===== src/rtl/lcd_bus_scheduler.sv =====
// -----------------------------------------------------------------------------
// lcd_bus_scheduler
//
// Shares the 4-bit character-LCD bus between two instruction sources.
// Requester 0 is the initialization path and requester 1 is the runtime write
// path. One 10-bit instruction {RS,RW,D[7:0]} is latched per transaction and
// played out as an upper-nibble E pulse, a gap, a lower-nibble E pulse and the
// post-command execution wait.
//
// Optional feature: define ROUND_ROBIN_EN to alternate grants between the two
// requesters under contention (a last_grant register, reset to 1). With the
// macro undefined, requester 0 always has priority.
//
// Ports:
//   clk, reset               system clock, synchronous active-high reset
//   reqN_valid / reqN_instr  instruction offered by requester N
//   reqN_ready               combinational accept; transfer on valid & ready
//   busy                     registered, high while a transaction runs
//   done                     registered one-cycle pulse on the first IDLE cycle
//   grant_id                 requester owning the current/last transaction
//   LCD_E, LCD_RS, LCD_RW    registered LCD control pins
//   SF_D                     registered LCD data nibble
//
// Handshake: reqN_ready depends only on the current state (and, for
// arbitration, the other requester's valid). A transfer happens on a clock edge
// where reqN_valid & reqN_ready are both high; the requester must hold valid
// and instr stable until then. Nothing is queued.
// -----------------------------------------------------------------------------
module lcd_bus_scheduler #(
    parameter int SETUP_CYC  = 2,
    parameter int E_CYC      = 12,
    parameter int NIBBLE_GAP = 50,
    parameter int CMD_WAIT   = 2000,
    parameter int LONG_WAIT  = 82000
) (
    input  logic       clk,
    input  logic       reset,
    input  logic       req0_valid,
    input  logic [9:0] req0_instr,
    output logic       req0_ready,
    input  logic       req1_valid,
    input  logic [9:0] req1_instr,
    output logic       req1_ready,
    output logic       busy,
    output logic       done,
    output logic       grant_id,
    output logic       LCD_E,
    output logic       LCD_RS,
    output logic       LCD_RW,
    output logic [3:0] SF_D
);

    localparam int CW = 17;

    localparam logic [3:0] S_IDLE    = 4'd0;
    localparam logic [3:0] S_U_SETUP = 4'd1;
    localparam logic [3:0] S_U_E     = 4'd2;
    localparam logic [3:0] S_U_HOLD  = 4'd3;
    localparam logic [3:0] S_GAP     = 4'd4;
    localparam logic [3:0] S_L_SETUP = 4'd5;
    localparam logic [3:0] S_L_E     = 4'd6;
    localparam logic [3:0] S_L_HOLD  = 4'd7;
    localparam logic [3:0] S_WAIT    = 4'd8;

    logic [3:0]    state_q, state_d;
    logic [CW-1:0] cnt_q, cnt_d;
    logic [9:0]    instr_q, instr_d;
    logic          grant_id_q, grant_id_d;
    logic          busy_q, busy_d;
    logic          done_q, done_d;
    logic          lcd_e_q, lcd_e_d;
    logic          lcd_rs_q, lcd_rs_d;
    logic          lcd_rw_q, lcd_rw_d;
    logic [3:0]    sf_d_q, sf_d_d;

    logic idle;
    logic accept;
    logic accept_id;
    logic is_long;

    assign idle = (state_q == S_IDLE);

    // Clear Display (0x01) and Return Home (0x02/0x03) need the long wait.
    assign is_long = ~instr_q[9] &
                     ((instr_q[7:0] == 8'h01) | (instr_q[7:1] == 7'h01));

    // Counter value loaded on entry to a state: the state lasts load+1 cycles.
    function automatic logic [CW-1:0] load_val(input logic [3:0] st,
                                               input logic       long_w);
        case (st)
            S_U_SETUP, S_L_SETUP: load_val = CW'(SETUP_CYC - 1);
            S_U_E, S_L_E:         load_val = CW'(E_CYC - 1);
            S_GAP:                load_val = CW'(NIBBLE_GAP - 1);
            S_WAIT:               load_val = long_w ? CW'(LONG_WAIT - 1)
                                                    : CW'(CMD_WAIT - 1);
            default:              load_val = '0;
        endcase
    endfunction

`ifdef ROUND_ROBIN_EN
    logic last_grant_q, last_grant_d;

    // Under contention the requester that did not win last time is served.
    assign req0_ready = idle & (~req1_valid | last_grant_q);
    assign req1_ready = idle & (~req0_valid | ~last_grant_q);

    always_comb begin
        last_grant_d = last_grant_q;
        if (accept) begin
            last_grant_d = accept_id;
        end
    end

    always_ff @(posedge clk) begin
        if (reset) begin
            last_grant_q <= 1'b1;
        end else begin
            last_grant_q <= last_grant_d;
        end
    end
`else
    assign req0_ready = idle;
    assign req1_ready = idle & ~req0_valid;
`endif

    // Arbitration and sequencing.
    always_comb begin
        state_d    = state_q;
        cnt_d      = cnt_q;
        instr_d    = instr_q;
        grant_id_d = grant_id_q;
        accept     = 1'b0;
        accept_id  = 1'b0;
        if (idle) begin
            if (req0_valid && req0_ready) begin
                accept  = 1'b1;
                instr_d = req0_instr;
            end else if (req1_valid && req1_ready) begin
                accept    = 1'b1;
                accept_id = 1'b1;
                instr_d   = req1_instr;
            end
            if (accept) begin
                grant_id_d = accept_id;
                state_d    = S_U_SETUP;
                cnt_d      = load_val(S_U_SETUP, 1'b0);
            end
        end else if (cnt_q != '0) begin
            cnt_d = cnt_q - CW'(1);
        end else begin
            case (state_q)
                S_U_SETUP: state_d = S_U_E;
                S_U_E:     state_d = S_U_HOLD;
                S_U_HOLD:  state_d = S_GAP;
                S_GAP:     state_d = S_L_SETUP;
                S_L_SETUP: state_d = S_L_E;
                S_L_E:     state_d = S_L_HOLD;
                S_L_HOLD:  state_d = S_WAIT;
                default:   state_d = S_IDLE;
            endcase
            cnt_d = load_val(state_d, is_long);
        end
    end

    // Pin values are decoded from the next state so they are registered and
    // line up with the state they belong to.
    always_comb begin
        busy_d   = (state_d != S_IDLE);
        done_d   = (state_q == S_WAIT) && (state_d == S_IDLE);
        lcd_e_d  = (state_d == S_U_E) || (state_d == S_L_E);
        lcd_rs_d = busy_d & instr_d[9];
        lcd_rw_d = busy_d & instr_d[8];
        case (state_d)
            S_U_SETUP, S_U_E, S_U_HOLD, S_GAP:     sf_d_d = instr_d[7:4];
            S_L_SETUP, S_L_E, S_L_HOLD, S_WAIT:    sf_d_d = instr_d[3:0];
            default:                               sf_d_d = 4'h0;
        endcase
    end

    always_ff @(posedge clk) begin
        if (reset) begin
            state_q    <= S_IDLE;
            cnt_q      <= '0;
            instr_q    <= '0;
            grant_id_q <= 1'b0;
            busy_q     <= 1'b0;
            done_q     <= 1'b0;
            lcd_e_q    <= 1'b0;
            lcd_rs_q   <= 1'b0;
            lcd_rw_q   <= 1'b0;
            sf_d_q     <= 4'h0;
        end else begin
            state_q    <= state_d;
            cnt_q      <= cnt_d;
            instr_q    <= instr_d;
            grant_id_q <= grant_id_d;
            busy_q     <= busy_d;
            done_q     <= done_d;
            lcd_e_q    <= lcd_e_d;
            lcd_rs_q   <= lcd_rs_d;
            lcd_rw_q   <= lcd_rw_d;
            sf_d_q     <= sf_d_d;
        end
    end

    assign busy     = busy_q;
    assign done     = done_q;
    assign grant_id = grant_id_q;
    assign LCD_E    = lcd_e_q;
    assign LCD_RS   = lcd_rs_q;
    assign LCD_RW   = lcd_rw_q;
    assign SF_D     = sf_d_q;

endmodule


===== config.mk =====
export PLATFORM = sky130hd
export DESIGN_NAME = lcd_bus_scheduler
export DESIGN_NICKNAME = d
export VERILOG_FILES = /design/src/rtl/lcd_bus_scheduler.sv
export SDC_FILE = /design/constraint.sdc
export NUM_CORES = 1
export LEC_CHECK = 0
export CORE_UTILIZATION = 35
export CTS_BUF_LIST = sky130_fd_sc_hd__clkbuf_4
export CTS_CLUSTER_DIAMETER = 200
export DETAILED_ROUTE_END_ITERATION = 8
export MAX_ROUTING_LAYER = met4
export PLACE_DENSITY = 0.65
export SETUP_SLACK_MARGIN = 0.2
export SLEW_MARGIN = 10
export SYNTH_ARGS = -nofsm -noshare
export SYNTH_HDL_FRONTEND = slang
export SYNTH_SLANG_ARGS = --single-unit

===== constraint.sdc =====
create_clock -name clk -period 2.4 [get_ports clk]
set_input_delay 0.48 -clock clk [delete_from_list [all_inputs] [get_ports clk]]
set_output_delay 0.48 -clock clk [all_outputs]
set_load 0.01 [all_outputs]

# Word level (Yosys, flattened, before mapping)
# Index checks and enable logic that the tools add are counted.
# Widths: inputs -> output; s select.
[word_totals] register_bits=41 latch_bits=0 mem_bits_rw=0 mem_bits_ro=0 wordCells=75 mem_count=0
[op_classes] n_addsub=1 n_mul=0 div_mod_pow=0 n_lt_le_gt_ge=0 n_eq_ne=25 shift=0 n_mux=19 bitwise_logic=7 reduce_logical=13
[ops] op="$mux 17" count=4
[ops] op="$pmux 17 s4" count=1
[ops] op="$eq 4x3->1 const B" count=11
[ops] op="$mux 10" count=3
[ops] op="$pmux 4 s7" count=1
[ops] op="$eq 4x2->1 const B" count=5
[ops] op="$mux 4" count=5
[ops] op="$reduce_bool 17->1" count=1
[ops] op="$sub 17x1->17 const B" count=1
[ops] op="$eq 4x1->1 const B" count=3
[ops] op="$eq 4x4->1 const B" count=3
[ops] op="$eq 8x1->1 const B" count=1
[ops] op="$logic_not 4->1" count=2
[ops] op="$pmux 4 s2" count=1
[ops] op="$reduce_or 4->1" count=2
[ops] op="$eq 7x1->1 const B" count=1
[ops] op="$and 1x1->1" count=4
[ops] op="$mux 1" count=4
[ops] op="$reduce_bool 4->1" count=1
[ops] op="$reduce_or 2->1" count=2
[ops] op="$logic_and 1x1->1" count=3
[ops] op="$ne 2x1->1 const B" count=1
[ops] op="$not 1->1" count=2
[ops] op="$reduce_and 2->1" count=1
[ops] op="2 further kinds" count=2

# Longest topological paths before layout
# Gate-level depths: netlist of run 1.
[depth] word_depth=11 ltp_mapped=9 ltp_nobuf=8

# Worst setup path after synthesis of run 1
# No wires, ideal clock.
[synth_path] path_type="reg-to-reg" start="register cnt_q[4]" end="register sf_d_q[0], in the netlist SF_D[0]" setup_ns=0.117 arrival_time_ns=2.110 required_ns=2.283 setup_slack_ns=0.173 stages_incl_launch_ff=7 path_buffers=1 period_less_slack_ns=2.227 path_cell_list="dfxtp_1 -> or4_4 -> or2_1 -> buf_6 -> or3b_1 -> a31o_2 -> a22o_1"
[synth_between] elab_chain_len=6 word_cells_on_any_way=14
[synth_rtl] element="start: declaration" line_no="66" source="logic [CW-1:0] cnt_q, cnt_d;"
[synth_rtl] element="start signal: assignment" line_no="194" source="cnt_q <= cnt_d;"
[synth_rtl] element="$reduce_bool 17->1 (*)" line_no="148" source="end else if (cnt_q != '0) begin"
[synth_rtl] element="$mux 4 (*)" line_no="148"
[synth_rtl] element="$mux 4 (*)" line_no="134" source="if (idle) begin"
[synth_rtl] element="$eq 4x3->1, or another cell as far along" line_no="173" source="case (state_d)"
[synth_rtl] element="$reduce_or 4->1" line_no="173"
[synth_rtl] element="$pmux 4 s2 (*)" line_no="173"
[synth_rtl] element="end signal: assignment" line_no="191" source="sf_d_q <= 4'h0;"
[synth_rtl] element="end signal: assignment" line_no="202" source="sf_d_q <= sf_d_d;"
[synth_rtl] element="end: declaration" line_no="74" source="logic [3:0] sf_d_q, sf_d_d;"
# Every way passes the cells marked *; elsewhere a longest branch is shown, timed or not.
# A chain may end at the register's enable or synchronous reset.

# Final worst setup path of run 1
[layout_path] start="register cnt_q[4]" end="register lcd_e_q, in the netlist LCD_E"
[layout_between] elab_chain_len=5 word_cells_on_any_way=6
[layout_rtl] element="$reduce_bool 17->1 (*)" line_no="148"
[layout_rtl] element="$mux 4 (*)" line_no="148"
[layout_rtl] element="$mux 4 (*)" line_no="134"
[layout_rtl] element="$eq 4x2->1 or $eq 4x3->1 (tied branches)" line_no="170" source="lcd_e_d = (state_d == S_U_E) || (state_d == S_L_E);"
[layout_rtl] element="$logic_or 1x1->1 (*)" line_no="170"
[layout_rtl] element="end signal: assignment" line_no="199" source="lcd_e_q <= lcd_e_d;"
[layout_rtl] element="end: declaration" line_no="71" source="logic lcd_e_q, lcd_e_d;"
# Marked as above.

==> flow_metrics.env, run 1 <==
export IMPL_outcome="finished, final reports clean"
export IMPL_clockBufferDepth=2
export IMPL_crit_family="simple AND/OR/NAND/NOR gates"
export IMPL_start_util_pct=36.5
export IMPL_first_pass_iters=4
export IMPL_die_height_um=80.8
export IMPL_routed_wl_mm=6.03
export IMPL_core_area_sq_um=5960
export IMPL_globalRouteMet2Util_pct=28.6
export IMPL_synthTopCellsByArea="dfxtp_1 38%, nor2_1 8.5%, a21oi_1 6.7%"
export IMPL_hp_class="reg2reg"
export IMPL_drive_gt1_share_pct=17.0
export IMPL_cp_required_ns=2.70
export IMPL_drc=0
export IMPL_syn_area_sq_um=2170
export IMPL_power_frac_clock_pct=11.7
export IMPL_final_cells=423
export IMPL_setup_tns_ns=0
export IMPL_cts_root_buf="clkbuf_4"
export IMPL_share_seq_of_total_power_pct=24.0
export IMPL_grt_busiest_layer="met2"
export IMPL_clock_sinks=41
export IMPL_cts_buffers=5
export IMPL_synthDistinctLibCells=49
export IMPL_io_buffers=35
export IMPL_crit_path_start_kind="flip-flop"
export IMPL_power_density_nw_per_um2=1630
export IMPL_path_clk_slew_ns=0.12
export IMPL_synth_seq_area_share_pct=37.7
export IMPL_min_period_ns=2.17
export IMPL_syn2layout_area_growth_pct=33.7
export IMPL_grt_use_total_pct=19.2
export IMPL_die_width_um=80.8
export IMPL_grt_max_degree=16
export IMPL_p_int_w=0.00265
export IMPL_end_kind="flip-flop"
export IMPL_final_area_sq_um=2910
export IMPL_final_seq_area_sq_um=825
export IMPL_num_antenna_cells=0
export IMPL_htreeDepth=2
export IMPL_use_met1_pct=26.1
export IMPL_rows=28
export IMPL_holdWs_ns=0.502
export IMPL_skew_ns=0.0134
export IMPL_fmax_mhz=460
export IMPL_multi_input_area_sq_um=1310
export IMPL_vias=2285
export IMPL_ys_seq_elements=41
export IMPL_path_buf_inv=0
export IMPL_yosys_area_top_type="dfxtp_1"
export IMPL_hold_viol_final=0
export IMPL_crit_type="reg2reg"
export IMPL_switching_power_w=0.00210
export IMPL_tightest_slew_ns=0.583
export IMPL_p_leak_nw=1.13
export IMPL_die_area_sq_um=6530
export IMPL_path_max_fanout=6
export IMPL_async_flop_share_pct=0
export IMPL_dp_hpwl_mm=4.16
export IMPL_netlist_instances=295
export IMPL_globalplace_congestion=0.835
export IMPL_power_w=0.00475
export IMPL_fill_cells=604
export IMPL_finalMaxSlewViolations=0
export IMPL_p_sw_share_pct=44.2
export IMPL_dp_cells=407
export IMPL_yosysWarnings=0
export IMPL_worst_path_most_repeated_cell="or2_4"
export IMPL_setup_violations=0
export IMPL_gr_total_overflow=0
export IMPL_synthFlopType="dfxtp_1"
export IMPL_tritoncts="done"
export IMPL_path_cells="or4_4 > or2_4 > or2_4 > or3_1 > a21oi_2 > and3_1"
export IMPL_finalCritPeriodShare_pct=90.6
export IMPL_synth_edf_count=0
export IMPL_vdd_drop_max_mv=0.884
export IMPL_slew_headroom_pct=61.0
export IMPL_slowest_delay_ns=0.56
export IMPL_pwr_share_comb_pct=64.3
export IMPL_use_met3_pct=3.26
export IMPL_first_iter_violations=139
export IMPL_io_pins=36
export IMPL_synth_avg_cell_area_sq_um=7.37
export IMPL_cp_arrival_ns=2.47
export IMPL_synth_top_area_share_pct=37.7
export IMPL_grt_pass1_vias=1987
export IMPL_wl_per_cell_um=14.3
export IMPL_rsz0062_at_grt="yes"
export IMPL_grt_pass1_wl_mm=9.34
export IMPL_antenna_found_initial=0
export IMPL_crit_slowest_cell="or4_4"
export IMPL_cap_violations=0
export IMPL_dpl_cell_area_sq_um=2690
export IMPL_ant_nets=0
export IMPL_clock_latency_ns=0.35
export IMPL_syn_nets=321
export IMPL_via_per_inst=5.40
export IMPL_hold_buffers=0
export IMPL_nets=373
==> layout by cell type (no fill, tap or decap), types with 2 or more instances in the layout <==
cell type / Yosys / layout
nor2_1: 49 / 46
dfxtp_1: 41 / 38
clkdlybuf4s50_1: 0 / 33
nand2_1: 31 / 31
a21oi_1: 29 / 29
buf_4: 1 / 27
o21ai_0: 23 / 21
nor2b_1: 10 / 10
nor3_1: 9 / 9
a31oi_1: 8 / 8
o22ai_1: 7 / 7
and3_1: 5 / 5
clkbuf_4: 0 / 5
inv_1: 4 / 4
or4_1: 5 / 4
nand3_1: 4 / 4
nor2_2: 0 / 3
nand4_1: 3 / 3
o211ai_1: 3 / 3
a22o_1: 3 / 3
nor4_1: 3 / 3
or3_1: 3 / 3
dfxtp_2: 0 / 3
or4_4: 1 / 2
or2_4: 1 / 2
or3b_4: 0 / 2
o21ai_2: 0 / 2
and2_1: 2 / 2
a211oi_1: 3 / 2
xor2_1: 2 / 2
xnor2_1: 2 / 2
a22oi_1: 2 / 2
nand2b_1: 2 / 2
ha_1: 2 / 2
bufinv_16: 0 / 2
clkbuf_2: 0 / 2
==> worst reg2reg max path: stages (launching register included) <==
cell and delay, ns:
dfxtp_2 0.36, or4_4 0.56, or2_4 0.28, or2_4 0.27
or3_1 0.37, a21oi_2 0.13, and3_1 0.16
==> power groups by stage <==
stage               clock (W)  sequential, W  combinational [W]
CTS                  0.000572        0.00113            0.00285
global placement            0        0.00113            0.00266
global route         0.000605        0.00117            0.00334
floorplan                   0        0.00113            0.00184
detailed placement          0        0.00114            0.00268
finish               0.000557        0.00114            0.00306
==> metrics by stage <==
stage / setup WS [ns] / util (%)
after floorplan: 0.198 / -
after global routing: 0.180 / 48.8
after global placement: 0.155 / 45.2
after detailed placement: 0.118 / 45.2
after CTS: 0.180 / 47.8
final: 0.227 / 48.8
==> path summary, 6_finish.rpt <==
check / from / endpoint / slack [ns] / cells after the start
hold / removal: cnt_q[12] / cnt_q[12] / 0.50 / 2
hold reg to reg: cnt_q[12] / cnt_q[12] / 0.50 / 2
setup / recovery: cnt_q[4] / LCD_E / 0.23 / 6
setup reg to reg: cnt_q[4] / LCD_E / 0.23 / 6
==> layout make-up <==
class | count | area share, %
multi-input cells | 231 | 45.2
clock inverters | 3 | 2.24
clock buffers | 5 | 1.29
well taps | 75 | 3.23
inverters | 5 | 0.645
flip-flops and latches | 41 | 28.4
repair buffers | 63 | 19.1
==> synth_stat cells, types with 4 or more instances <==
library cell	count
inv_1	4
clkbuf_1	16
nand3_1	4
and3_1	5
o22ai_1	7
a21oi_1	29
or4_1	5
nor2b_1	10
nand2_1	31
nor2_1	49
a31oi_1	8
dfxtp_1	41
o21ai_0	23
nor3_1	9
==> state kept, by name, indices dropped and copies added (netlist names) <==
| name | flops |
|---|---|
| LCD_E | 1 |
| LCD_RS | 1 |
| LCD_RW | 1 |
| SF_D | 4 |
| busy | 1 |
| cnt_q | 17 |
| done | 1 |
| grant_id | 1 |
| instr_q | 10 |
| state_q | 4 |
==> timing repair <==
action                                  in CTS  in global routing
resized for setup                            8                 17
pin swaps                                    3                  3
buffers inserted                             5                  3
endpoints found under the hold margin        0                  0
endpoints found under the setup margin      11                 22
==> logic make-up after synthesis <==
kind of cell | share of synthesized area, %
adder cells (fa/ha/maj) | 1.15
multiplexers | 0.460
buffers and inverters | 4.49
AO/OA/AOI/OAI | 23.8
XOR/XNOR | 1.61
AND/OR/NAND/NOR | 30.7
flip-flops | 37.7
==> per-layer routing <==
layer | part of all wire (%) | wire, um
met1 | 49 | 2950
met4 | 1.3 | 81
met3 | 5.2 | 316
met2 | 44 | 2680
met5 | 0 | 0
Note: power is estimated with default switching activity, not from simulation.
==> run 2, diff against run 1 <==
Settings changed: CTS_BUF_LIST sky130_fd_sc_hd__clkbuf_4 to not set.
==> flow_metrics.env, run 2 (synthesis gave the netlist of run 1 again) <==
export IMPL_nets=372
export IMPL_whs_endpoint="cnt_q[12]"
export IMPL_outcome="finished, final reports clean"
export IMPL_htreeDepth=2
export IMPL_fin_ws_ns=0.177
export IMPL_p_int_w=0.00276
export IMPL_grt_pass1_vias=2018
export IMPL_wl_per_cell_um=14.8
export IMPL_ant_nets=0
export IMPL_share_seq_of_total_power_pct=23.1
export IMPL_drive_gt1_share_pct=17.6
export IMPL_cts_buffers=5
export IMPL_io_buffers=35
export IMPL_hp_class="reg2reg"
export IMPL_min_period_ns=2.22
export IMPL_setup_tns_ns=0
export IMPL_num_antenna_cells=0
export IMPL_hold_viol_final=0
export IMPL_largest_registers="cnt_q (17), instr_q (10)"
export IMPL_die_height_um=80.8
export IMPL_first_iter_violations=155
export IMPL_grt_pass1_wl_mm=9.43
export IMPL_cap_violations=0
export IMPL_clock_latency_ns=0.30
export IMPL_final_common_cell="nor2_1"
export IMPL_cp_arrival_ns=2.46
export IMPL_io_pins=36
export IMPL_routed_wl_mm=6.25
export IMPL_pwr_share_comb_pct=63.3
export IMPL_dp_hpwl_mm=4.16
export IMPL_crit_type="reg2reg"
export IMPL_first_pass_iters=4
export IMPL_fill_cells=596
export IMPL_antenna_found_initial=0
export IMPL_globalplace_congestion=0.835
export IMPL_final_util_pct=49.8
export IMPL_r2r_slack_ns=0.18
export IMPL_largest_register_ffs=17
export IMPL_regMostFlops="cnt_q"
export IMPL_rows=28
export IMPL_die_area_sq_um=6530
export IMPL_via_per_inst=5.54
export IMPL_vias=2336
export IMPL_end_kind="flip-flop"
export IMPL_cts_root_buf="clkbuf_8"
export IMPL_tightest_slew_ns=0.594
export IMPL_rr_startpoint="cnt_q[4]"
export IMPL_crit_path_start_kind="flip-flop"
export IMPL_finalMaxSlewViolations=0
export IMPL_syn2layout_area_growth_pct=36.4
export IMPL_path_max_fanout=7
export IMPL_p_leak_nw=1.15
export IMPL_mostFrequentLayoutCells="45 x nor2_1, 38 x dfxtp_1, 33 x clkdlybuf4s50_1, 30 x nand2_1, 29 x a21oi_1"
export IMPL_holdPathStages=2
export IMPL_gr_total_overflow=0
export IMPL_grt_use_total_pct=19.5
export IMPL_worstReg2RegEnd="LCD_E"
export IMPL_clockBufferDepth=2
export IMPL_cp_required_ns=2.64
export IMPL_clock_sinks=41
export IMPL_drc=0
export IMPL_rsz0062_at_grt="yes"
export IMPL_fmax_mhz=450
export IMPL_power_frac_clock_pct=13.6
export IMPL_power_density_nw_per_um2=1660
export IMPL_p_sw_share_pct=44.0
export IMPL_path_clk_slew_ns=0.08
export IMPL_tritoncts="done"
export IMPL_vdd_drop_max_mv=0.946
export IMPL_skew_ns=0.00946
export IMPL_die_width_um=80.8
export IMPL_min_from="cnt_q[12]"
export IMPL_core_area_sq_um=5960
export IMPL_place_ws_ns=0.118
export IMPL_finalCritPeriodShare_pct=92.6
export IMPL_start_util_pct=36.5
export IMPL_slew_headroom_pct=60.3
export IMPL_rr_worst_depth=6
export IMPL_switching_power_w=0.00217
export IMPL_grt_max_degree=16
export IMPL_holdWs_ns=0.497
export IMPL_setup_violations=0
run 2: cell count changes in the layout (fill, tap and decap cells not counted), sizes merged:
cell         delta
buf             -1
dlygate4sd2     +2
clkbuf          -2
run 2: critical path, cell delays in order, from the launching register on:
cell and delay (ns):
dfxtp_2 0.35, or4_4 0.56, or2_4 0.31, or2_4 0.27
or3_4 0.37, a21oi_2 0.14, and3_1 0.17
run 2: final cells by class:
type	instances	area, sq um	share of cell area [%]
multi-input cells	231	1340	45.1
clock inverters	3	65.1	2.19
inverters	5	18.8	0.633
well taps	75	93.8	3.16
clock buffers	5	68.8	2.32
flip-flops and latches	41	825	27.8
repair buffers	62	558	18.8
run 2: through the flow:
stage / instance area [sq um] / cells / total power, W
after CTS: 2880 / 420 / 0.00467
after global placement: 2690 / 407 / 0.00379
after floorplan: 2180 / 295 / 0.00297
after detailed placement: 2690 / 407 / 0.00382
after global routing: 2970 / 422 / 0.00527
final: 2970 / 422 / 0.00493
run 2: per-layer routing:
| layer | part of all wire [%] | track usage (%) | wire [um] | vias up |
|---|---|---|---|---|
| met5 | 0 | - | 0 | - |
| met4 | 2.3 | 9.64 | 146 | 0 |
| met3 | 5.8 | 3.60 | 361 | 14 |
| li1 | - | - | - | 1158 |
| met1 | 46 | 25.4 | 2900 | 1091 |
| met2 | 45 | 28.7 | 2840 | 73 |
run 2: worst max-delay path by stage:
stage                   from      end  slack [ns]
CTS                 cnt_q[4]  SF_D[1]        0.20
global placement    cnt_q[4]    LCD_E        0.16
global route        cnt_q[4]    LCD_E        0.14
detailed placement  cnt_q[4]    LCD_E        0.12
floorplan           cnt_q[4]  SF_D[0]        0.20
finish              cnt_q[4]    LCD_E        0.18
run 2: timing repair:
action,4_1_cts,5_1_grt
pin swaps,3,5
resized for setup,6,22
endpoints found under the setup margin,10,23
hold endpoints to repair,0,0
buffers inserted,5,2
hold buffers,0,0
run 2: power groups by stage:
| stage | registers, W | logic (W) | clock network, W |
|---|---|---|---|
| floorplan | 0.00113 | 0.00184 | 0 |
| global placement | 0.00113 | 0.00266 | 0 |
| detailed placement | 0.00114 | 0.00268 | 0 |
| CTS | 0.00113 | 0.00287 | 0.000677 |
| global route | 0.00117 | 0.00339 | 0.000705 |
| finish | 0.00114 | 0.00312 | 0.000669 |
